[src/rtl/ysyx_exu_sys.sv]
// System-instruction sequencer: drains stores, makes one CSR-file access per
// CSR/trap instruction, then returns the old CSR value or redirects fetch.
`ifndef YSYX_XLEN
`define YSYX_XLEN 32
`endif

module ysyx_exu_sys #(
  parameter int XLEN = `YSYX_XLEN,
  parameter int R_W  = 12
) (
  input  logic            clock,
  input  logic            reset,
  input  logic            in_valid,
  output logic            out_ready,
  input  logic [2:0]      in_funct3,
  input  logic            in_ecall,
  input  logic            in_mret,
  input  logic [R_W-1:0]  in_csr_addr,
  input  logic [XLEN-1:0] in_rs1_val,
  input  logic [4:0]      in_rs1_idx,
  input  logic [XLEN-1:0] in_pc,
  input  logic            in_sq_empty,
  output logic            csr_valid,
  output logic            csr_wen,
  output logic            csr_ecall,
  output logic            csr_mret,
  output logic [R_W-1:0]  csr_rwaddr,
  output logic [XLEN-1:0] csr_wdata,
  output logic [XLEN-1:0] csr_pc,
  input  logic [XLEN-1:0] csr_rdata,
  input  logic [XLEN-1:0] csr_mtvec,
  input  logic [XLEN-1:0] csr_mepc,
  output logic            out_valid,
  input  logic            in_ready,
  output logic [XLEN-1:0] out_rd_data,
  output logic            out_redirect_valid,
  output logic [XLEN-1:0] out_redirect_pc,
  input  logic            in_redirect_ready,
  output logic            out_flush,
  output logic [2:0]      dbg_state
);

  // Handshakes: a transfer happens in a cycle where valid and ready are both
  // high; valid and its data stay stable until that cycle.
  typedef enum logic [2:0] {IDLE, DRAIN, COMMIT, RESP, REDIR} state_t;

  state_t          state, state_nxt;
  logic [2:0]      funct3_q;
  logic            ecall_q, mret_q;
  logic [R_W-1:0]  addr_q;
  logic [XLEN-1:0] rs1_val_q, pc_q, rd_q, target_q;
  logic [4:0]      rs1_idx_q;
  logic [XLEN-1:0] src;
  logic            trap;

  always_ff @(posedge clock or negedge reset) begin
    if (!reset) state <= IDLE;
    else        state <= state_nxt;
  end

  always_ff @(posedge clock or negedge reset) begin
    if (!reset) begin
      funct3_q  <= '0;
      ecall_q   <= 1'b0;
      mret_q    <= 1'b0;
      addr_q    <= '0;
      rs1_val_q <= '0;
      rs1_idx_q <= '0;
      pc_q      <= '0;
      rd_q      <= '0;
      target_q  <= '0;
    end else begin
      if (state == IDLE && in_valid) begin
        funct3_q  <= in_funct3;
        ecall_q   <= in_ecall;
        mret_q    <= in_mret;
        addr_q    <= in_csr_addr;
        rs1_val_q <= in_rs1_val;
        rs1_idx_q <= in_rs1_idx;
        pc_q      <= in_pc;
      end
      // Targets are captured from the pre-update CSR values.
      if (state == COMMIT) begin
        rd_q <= csr_rdata;
        if (ecall_q)     target_q <= csr_mtvec;
        else if (mret_q) target_q <= csr_mepc;
      end
    end
  end

  assign src  = funct3_q[2] ? {{(XLEN-5){1'b0}}, rs1_idx_q} : rs1_val_q;
  assign trap = ecall_q | mret_q;

  always_comb begin
    state_nxt          = state;
    csr_valid          = 1'b0;
    csr_wen            = 1'b0;
    csr_ecall          = 1'b0;
    csr_mret           = 1'b0;
    csr_rwaddr         = '0;
    csr_wdata          = '0;
    csr_pc             = '0;
    out_valid          = 1'b0;
    out_redirect_valid = 1'b0;
    out_flush          = 1'b0;
    case (state)
      IDLE:  if (in_valid) state_nxt = DRAIN;
      DRAIN: if (in_sq_empty) state_nxt = COMMIT;
      COMMIT: begin
        csr_valid  = 1'b1;
        csr_rwaddr = addr_q;
        csr_pc     = pc_q;
        if (ecall_q)     csr_ecall = 1'b1;
        else if (mret_q) csr_mret  = 1'b1;
        else begin
          case (funct3_q[1:0])
            2'b01: begin csr_wen = 1'b1;               csr_wdata = src;              end
            2'b10: begin csr_wen = (rs1_idx_q != 5'd0); csr_wdata = csr_rdata | src;  end
            2'b11: begin csr_wen = (rs1_idx_q != 5'd0); csr_wdata = csr_rdata & ~src; end
            default: ;
          endcase
        end
        state_nxt = trap ? REDIR : RESP;
      end
      RESP: begin
        out_valid = 1'b1;
        if (in_ready) state_nxt = IDLE;
      end
      REDIR: begin
        out_redirect_valid = 1'b1;
        if (in_redirect_ready) begin
          out_flush = 1'b1;
          state_nxt = IDLE;
        end
      end
      default: state_nxt = IDLE;
    endcase
  end

  assign out_ready       = (state == IDLE);
  assign out_rd_data     = rd_q;
  assign out_redirect_pc = target_q;
  assign dbg_state       = state;

endmodule
[config.mk]
export PLATFORM = sky130hd
export DESIGN_NAME = ysyx_exu_sys
export DESIGN_NICKNAME = d
export VERILOG_FILES = /design/src/rtl/ysyx_exu_sys.sv
export SDC_FILE = /design/constraint.sdc
export NUM_CORES = 1
export LEC_CHECK = 0
export BUFFER_PORTS_ARGS = -buffer_cell sky130_fd_sc_hd__clkbuf_2
export CORE_MARGIN = 2
export CORE_UTILIZATION = 27
export DETAILED_ROUTE_END_ITERATION = 6
export PLACE_DENSITY = 0.53
export SLEW_MARGIN = 20
export SYNTH_ARGS = -nofsm -noshare
export SYNTH_HDL_FRONTEND = slang
export SYNTH_SLANG_ARGS = --single-unit
[constraint.sdc]
create_clock -name clock -period 1.75 [get_ports clock]
set_clock_uncertainty 0.1 [all_clocks]
set_input_delay 0.2625 -clock clock [delete_from_list [all_inputs] [get_ports clock]]
set_output_delay 0.2625 -clock clock [all_outputs]
set_load 0.01 [all_outputs]
# == Word level (Yosys, flattened, before mapping) ==
# Cells that the tools add are included.
# totals
reg_bits,153
latchBits,0
ram_bits,0
romBits,0
in_bits,188
out_inout_bits,151
elab_cells,61
n_memories,0
# op_classes
n_addsub,0
mul,0
div,0
n_lt_le_gt_ge,0
eq_ne,11
shift,0
muxes,29
bitwise,4
n_reduce_logical,7
# op_table
op,n
2-to-1 mux 32 bit,7
one-hot mux 32 bit (3 select lines),1
bitwise AND 32 bit,1
inverter 32 bit,1
bitwise OR 32 bit,1
2-to-1 mux 3 bit,5
one-hot mux 3 bit (5 select lines),1
2-to-1 mux 1 bit,13
2-to-1 mux 12 bit,1
"inequality test 2 bit, second input constant",4
"equality test 3 x 2 -> 1 bit, second input constant",2
nonzero test 5 bit,1
"equality test 2 bit, second input constant",2
AND reduction 4 bit,1
"equality test 3 x 1 -> 1 bit, second input constant",1
"equality test 3 bit, second input constant",1
logical NOT 3 bit,1
"equality test 2 x 1 -> 1 bit, second input constant",1
one-hot mux 1 bit (2 select lines),1
AND reduction 2 bit,1
nonzero test 2 bit,1
OR reduction 2 bit,1
logical AND 1 bit,1
bitwise OR 1 bit,1

# == Logic depth before layout (Yosys ltp) ==
# Gate-level depths: netlist of run 1.
# logic_depth
ltp_word,7
mapped_depth,6
mapped_depth_nobuf,4

# == Worst setup path after synthesis of run 1 ==
# OpenSTA, ideal clock, no wires.
# synth_timing
path_type,register to output
from,"register state[0], in the netlist dbg_state[0]"
to,output csr_mret
arrival_ps,1520
required_ps,1387
setup_slack_ps,-132
path_stages_with_launch,5
path_buffers,2
path_cell_list,dfrtp_1 > or3b_1 > buf_2 > buf_6 > nor3b_1
# synth_between
elab_chain_len,2
# synth_lines
element,line,text
start: declaration,47,"state_t state, state_nxt;"
start signal: assignment,58,else state <= state_nxt;
equality test 3 x 2 -> 1 bit,106,case (state)
2-to-1 mux 1 bit,106,
end: declaration,26,"output logic csr_mret,"
# Every way passes these cells.

# == Worst setup path in the final report of run 1 ==
# layout_timing
from,"register state[0], in the netlist dbg_state[0]"
to,output csr_rwaddr[3]
# layout_between
elab_chain_len,2
# layout_lines
element,line,text
equality test 3 x 2 -> 1 bit,106,
2-to-1 mux 12 bit,106,
end: declaration,27,"output logic [R_W-1:0] csr_rwaddr,"
# Every way passes these cells.

==> results of run 1 <==
-- cell type report --
class	count	area, sq um
Fill cell	2500	14000
Timing Repair Buffer	541	4190
Sequential cell	153	3830
Multi-Input combinational cell	478	3660
Tap cell	341	427
Clock buffer	17	425
Clock inverter	15	158
Inverter	30	118
-- flip-flops by register name, summed over array words and instances (netlist names) --
name and flops:
rs1_val_q 32, mret_q 1, rs1_idx_q 5, out_rd_data 32, out_redirect_pc 32, addr_q 12, pc_q 32, ecall_q 1
funct3_q 3, dbg_state 3
-- logic make-up after synthesis --
group | count (synthesis) | share of synthesized area, %
muxes | 96 | 14.8
and+or+nand+nor | 218 | 15.2
buffers and inverters | 87 | 5.37
AOI/OAI and AO/OA | 163 | 12.3
DFF | 153 | 52.2
xor gates and xnor gates | 1 | 0.222
-- power by group through the flow --
stage          Clock (W)  Sequential [W]  Combinational [W]
4_1_cts          0.00381         0.00634             0.0110
3_5_place_dp           0         0.00635            0.00909
5_1_grt          0.00399         0.00663             0.0131
3_3_place_gp           0         0.00633            0.00900
2_1_floorplan          0         0.00648            0.00527
6_report         0.00369         0.00643             0.0121
-- cell usage in the layout (no fill, tap or decap), types with 22 or more instances in the layout --
cell / count
clkbuf_2: 306
dfrtp_1: 150
dlygate4sd3_1: 120
nand2_1: 96
mux2_4: 59
and2_1: 45
mux2i_1: 37
o21ai_1: 35
o21ai_2: 33
nand3_1: 32
buf_4: 32
nand3b_1: 28
inv_1: 28
buf_12: 28
o211ai_1: 27
o21ai_0: 27
a21oi_2: 26
clkbuf_16: 24
buf_2: 22
-- final timing paths --
check | slack, ns | start | depth (start not counted) | end
max in group asynchronous | 0.68 | reset | 3 | dbg_state[0]$_DFFE_PN0P_
hold reg to reg | 0.38 | out_rd_data[22]$_DFFE_PN0P_ | 2 | out_rd_data[22]$_DFFE_PN0P_
hold / removal | 0.01 | csr_mepc[26] | 3 | out_redirect_pc[26]$_DFFE_PN0P_
setup reg to reg | -0.30 | dbg_state[0]$_DFFE_PN0P_ | 9 | funct3_q[1]$_DFFE_PN0P_
setup / recovery | -0.51 | dbg_state[0]$_DFFE_PN0P_ | 5 | csr_rwaddr[3]
min in group asynchronous | 0.25 | reset | 2 | out_rd_data[25]$_DFFE_PN0P_
-- repair_timing --
item                                   CTS  global route
endpoints found under the hold margin  151             1
setup endpoints to repair              163           184
hold buffers                           119             1
gates resized for setup                 59           163
pin swaps                                3             8
gates cloned                             6             9
buffers inserted                        23            11
-- worst max-delay path: stages (launching register included) --
cell,delay [ns]
dfrtp_2,0.40
or3b_4,0.42
clkinv_4,0.10
buf_16,0.21
and2_1,0.17
clkbuf_2,0.13
-- through the flow --
step                utilization [%]  TNS (ns)
floorplan                         -    -0.116
global placement               36.6     -5.41
detailed placement             36.6     -7.09
CTS                            45.6    -57.17
global route                   47.8    -69.32
finish                         47.8    -58.10
-- metal layers --
layer,share of wire [%],vias up,global-route usage (%)
li1,-,3467,-
met3,6.9,41,4.65
met2,48,322,32.6
met4,2.1,0,5.66
met1,43,3580,23.5
met5,0,-,0
==> results.json, run 1 <==
{
  "drtAntennaViolNets": 0,
  "avgSynthCellArea_sq_um": 10.2,
  "cts_made_buffers": 17,
  "synth_commonest_cells": "dfrtp_1, nand2_1, o21ai_0",
  "crit_fanout": 55,
  "synth_seq_area_share_pct": 52.2,
  "wirelength_um": 28500,
  "crit_required_ns": 1.39,
  "wl_per_cell_um": 18.1,
  "combPwrFrac_pct": 54.5,
  "grt_max_degree": 56,
  "critPathCaptureType": "output port",
  "worst_slack_ns": -0.505,
  "yosys_warnings": 0,
  "grt_first_pass_wirelength_um": 41900,
  "synth_top_area_share_pct": 52.2,
  "max_slew_margin_pct": 65.6,
  "synth_edf_count": 0,
  "path_clk_slew_ns": 0.08,
  "synth-seq-cells": 153,
  "maxCapViolCount": 0,
  "cts_tree": "yes",
  "max_freq_mhz": 443,
  "switching_share_pct": 39.7,
  "ys_types": 34,
  "ir_drop_mv": 0.662,
  "clock_latency_ns": 0.42,
  "place.port_buffers": 338,
  "synth_area_leaders": "dfrtp_1, mux2_2, mux2i_1",
  "drv_slew": 0,
  "violations": "setup timing",
  "clock_sinks": 153,
  "start_util_pct": 27.4,
  "async_flop_share_pct": 100,
  "hold_path_class": "primary input to flip-flop",
  "drc": 0,
  "antenna_cells": 0,
  "power.total_w": 0.0222,
  "placed_cells": 1385,
  "cellLeakagePower_nw": 6.31,
  "fin_crit_sh_pct": 129,
  "worstSetupStartpointType": "flip-flop",
  "netlist_instances": 718,
  "die_width_um": 169,
  "switchingPower_w": 0.00882,
  "rsz0062_at_grt": "yes",
  "core_sq_um": 26800,
  "syn_to_final_growth_pct": 74.4,
  "powerDensity_nw_per_um2": 1730,
  "syn-num-nets": 906,
  "period_minus_slack_ns": 2.26,
  "row_count": 60,
  "io_pins": 339,
  "yosysMostFrequentCell": "dfrtp_1",
  "internal_power_w": 0.0134,
  "vias": 7410,
  "dieArea_sq_um": 28500,
  "status": "finished with violations",
  "yosys_most_used_dff": "dfrtp_1",
  "die_height_um": 169,
  "clockBufferDepth": 2,
  "drt-pass1-iter-count": 5,
  "fin_cells": 1575,
  "worst_pin_slew_ns": 0.517,
  "drive_above_1_share_pct": 48.1,
  "gp_congestion": 0.778,
  "netlist_area_sq_um": 7340,
  "p_clk_share_pct": 16.6,
  "htreeDepth": 4,
  "nets": 1409,
  "design_area_sq_um": 12800,
  "drt_iter0_drc": 436,
  "worst-endpoint-arrival_ns": 1.89,
  "critPathKind": "flip-flop to output port",
  "avgViaCountPerCell": 4.70,
  "grt_pass1_vias": 7661,
  "pre_cts_ws_ns": -0.181,
  "grtUsageTotal_pct": 18.9,
  "cts_root_buf": "clkbuf_16",
  "grt_remaining_overflow": 0,
  "setup_viol": 187,
  "antenna_found_initial": 0,
  "finalHoldWorstSlack_ns": 0.0147,
  "power_frac_seq_pct": 28.9,
  "detailed_place_hpwl_um": 18400,
  "yosysTopAreaCell": "dfrtp_1",
  "hold_viol": 0,
  "place_area_sq_um": 9820
}
Power figures use the tool's default switching activity.
==> run 2, diff against run 1 <==
--- a/config.mk
+++ b/config.mk
@@ -5,10 +5,13 @@
 export SDC_FILE = /design/constraint.sdc
 export NUM_CORES = 1
 export LEC_CHECK = 0
+export ABC_AREA = 1
 export BUFFER_PORTS_ARGS = -buffer_cell sky130_fd_sc_hd__clkbuf_2
 export CORE_MARGIN = 2
 export CORE_UTILIZATION = 27
+export CTS_CLUSTER_SIZE = 24
 export DETAILED_ROUTE_END_ITERATION = 6
+export GPL_TIMING_DRIVEN = 1
 export PLACE_DENSITY = 0.53
 export SLEW_MARGIN = 20
 export SYNTH_ARGS = -nofsm -noshare
==> run 2 against run 1 <==
  * The run still ends with setup timing left
  * Critical path type unchanged
  * Clock power barely moved
  * Highest routed layer is now met5
  * Critical path depth rose by 1
  * Sequential share of layout area fell by 1.9 points
==> results.json, run 2 <==
{
  "status": "finished with violations",
  "violations": "setup timing",
  "crit_required_ns": 1.39,
  "drive_above_1_share_pct": 46.0,
  "pre_cts_ws_ns": -0.0231,
  "cts_made_buffers": 17,
  "setup.worst_path.start": "funct3_q[2]$_DFFE_PN0P_",
  "fin_crit_sh_pct": 118,
  "r2r-start": "dbg_state[1]$_DFFE_PN0P_",
  "place.port_buffers": 338,
  "cts_root_buf": "clkbuf_16",
  "finalHoldWorstSlack_ns": 0.00903,
  "synth_seq_area_share_pct": 50.7,
  "cts_tree": "yes",
  "crit_family": "flip-flops",
  "hold_path_class": "primary input to flip-flop",
  "synthAdderAreaFrac_pct": 0,
  "final_common_cell": "clkbuf_2",
  "slowest_delay_ns": 0.44,
  "drtAntennaViolNets": 0,
  "core_sq_um": 27700,
  "clock_latency_ns": 0.42,
  "syn-num-nets": 1121,
  "antenna_cells": 0,
  "synth_compound_area_share_pct": 14.2,
  "synth_edf_count": 0,
  "ir_drop_mv": 0.784,
  "ys_types": 23,
  "row_count": 61,
  "async_flop_share_pct": 100,
  "gp_congestion": 0.782,
  "worstSetupStartpointType": "flip-flop",
  "path_cells": "buf_4 > buf_4 > nand2_1 > a21oi_1 > nor3_4 > buf_2",
  "hold_viol": 0,
  "io_pins": 339,
  "layout_common_cells": "clkbuf_2, nand2_1, dfrtp_1",
  "netlist_instances": 933,
  "yosys_warnings": 0,
  "crit_buf_inv": 3,
  "synthSimpleGateAreaFrac_pct": 26.6,
  "htreeDepth": 4,
  "drv_slew": 0,
  "place_area_sq_um": 9890,
  "antenna_found_initial": 1,
  "grtUsageTotal_pct": 18.6,
  "avgViaCountPerCell": 4.47,
  "yosysMostFrequentCell": "nand2_1",
  "wl_per_cell_um": 17.0,
  "clock_sinks": 153,
  "maxCapViolCount": 0,
  "yosysTopAreaCell": "dfrtp_1",
  "start_util_pct": 27.3,
  "crit_end": "csr_wdata[4]",
  "synth_commonest_cells": "nand2_1, nor2_1, dfrtp_1",
  "die_height_um": 171,
  "drt-pass1-iter-count": 4,
  "synth-seq-cells": 153,
  "powerDensity_nw_per_um2": 1650,
  "grt_max_degree": 45,
  "syn_to_final_growth_pct": 81.1,
  "vias": 8210,
  "synth_area_leaders": "dfrtp_1, nand2_1, nor2_1",
  "cellLeakagePower_nw": 6.73,
  "rsz0062_at_grt": "yes",
  "yosys_most_used_dff": "dfrtp_1",
  "power.total_w": 0.0225,
  "grt_remaining_overflow": 0,
  "max_slew_margin_pct": 53.2,
  "worst-endpoint-arrival_ns": 1.70,
  "drt_iter0_drc": 325,
  "detailed_place_hpwl_um": 19000,
  "drc": 0,
  "critPathCaptureType": "output port",
  "synth_top_area_share_pct": 50.7,
  "setup_viol": 174,
  "critPathKind": "flip-flop to output port",
  "setup_tns_ns": -23.66,
  "cpMostUsedCell": "buf_4",
  "period_minus_slack_ns": 2.06,
  "path_clk_slew_ns": 0.06,
  "worst_slack_ns": -0.312,
  "synth_top_family_by_area": "simple AND/OR/NAND/NOR gates",
  "muxShareOfSynthArea_pct": 0,
  "nets": 1635,
  "wirelength_um": 31300,
  "rr_endpoint": "addr_q[9]$_DFFE_PN0P_",
  "crit_fanout": 3,
  "worst_pin_slew_ns": 0.702,
  "netlist_area_sq_um": 7560,
  "cp.depth": 6,
  "synth-xor-area-share_pct": 0,
  "avgSynthCellArea_sq_um": 8.10,
  "design_area_sq_um": 13700,
  "die_width_um": 171,
  "slowest_stage": "dfrtp_2",
  "grt_pass1_vias": 7940,
  "dieArea_sq_um": 29300,
  "r2r_cells": 10,
  "clockBufferDepth": 2,
  "max_freq_mhz": 485,
  "grt_first_pass_wirelength_um": 42000,
  "r2r_setup_slack_ns": -0.10
}
[run 2: cell count changes in the layout (fill, tap and decap cells not counted), moves of 40 or more]
cell,change
nand2_1,+117
a21oi_2,+40
and2_1,-45
clkbuf_2,-44
nor2_4,+85
nand3_1,+52
nor2_1,+77
mux2_4,-59
buf_6,+40
[run 2: worst reg2reg max path: stages (launching register included)]
cell	delay, ns
dfrtp_1	0.41
buf_4	0.15
buf_6	0.12
nor2_4	0.16
nand2_4	0.08
clkinv_4	0.07
buf_12	0.17
nand2_8	0.15
buf_16	0.22
nor2_4	0.11
a21oi_2	0.04
[run 2: cell families after synthesis]
| family | Yosys count |
|---|---|
| AND/OR/NAND/NOR | 489 |
| AO/OA/AOI/OAI | 160 |
| buffers and inverters | 131 |
| flip-flops | 153 |
[run 2: worst min-delay path by stage]
stage	from	end	slack [ns]	cells after the start
global route	in_rs1_val[20]	rs1_val_q[20]$_DFFE_PN0P_	0.01	3
CTS	in_ecall	ecall_q$_DFFE_PN0P_	0.002	3
global placement	reset	rs1_val_q[14]$_DFFE_PN0P_	0.10	1
finish	in_ecall	ecall_q$_DFFE_PN0P_	0.009	3
floorplan	reset	addr_q[0]$_DFFE_PN0P_	-0.13	0
detailed placement	reset	out_rd_data[14]$_DFFE_PN0P_	0.1	1
[run 2: area by class of cell]
cell class	instances	area, sq um
timing repair inverter	1	5.00
multi-input combinational	653	3980
clock inverter	14	126
clock buffer	18	439
timing repair buffer	553	4560
fill	2637	14000
tap	378	473
inverter	68	268
sequential	153	3830
[run 2: repair_timing]
| action | CTS | global route |
|---|---|---|
| gates cloned | 5 | 25 |
| gates resized for setup | 102 | 304 |
| buffers inserted | 18 | 15 |
| setup endpoints to repair | 83 | 185 |
| hold endpoints to repair | 143 | 0 |
| pin swaps | 7 | 17 |
| hold buffers | 113 | 0 |
[run 2: layer usage]
layer	vias up	GRT usage (%)	share of wire [%]
met5	-	0	0.054
met4	2	4.90	1.2
met3	29	4.53	6.0
met2	286	32.7	50
met1	3892	22.7	42
li1	4001	-	-
[run 2: power breakdown]
part / internal, W / leakage (nW) / total [W] / switching, W
Clock: 0.00192 / 0.271 / 0.00367 / 0.00176
Sequential: 0.00525 / 1.76 / 0.00620 / 0.000950
Combinational: 0.00571 / 4.70 / 0.0126 / 0.00693
Total: 0.0129 / 6.73 / 0.0225 / 0.00963
[run 2: metrics by stage]
step	utilization, %	cells
final	49.4	1838
after global routing	49.4	1838
after CTS	44.1	1803
after detailed placement	35.7	1635
after global placement	35.7	1635
after floorplan	-	933
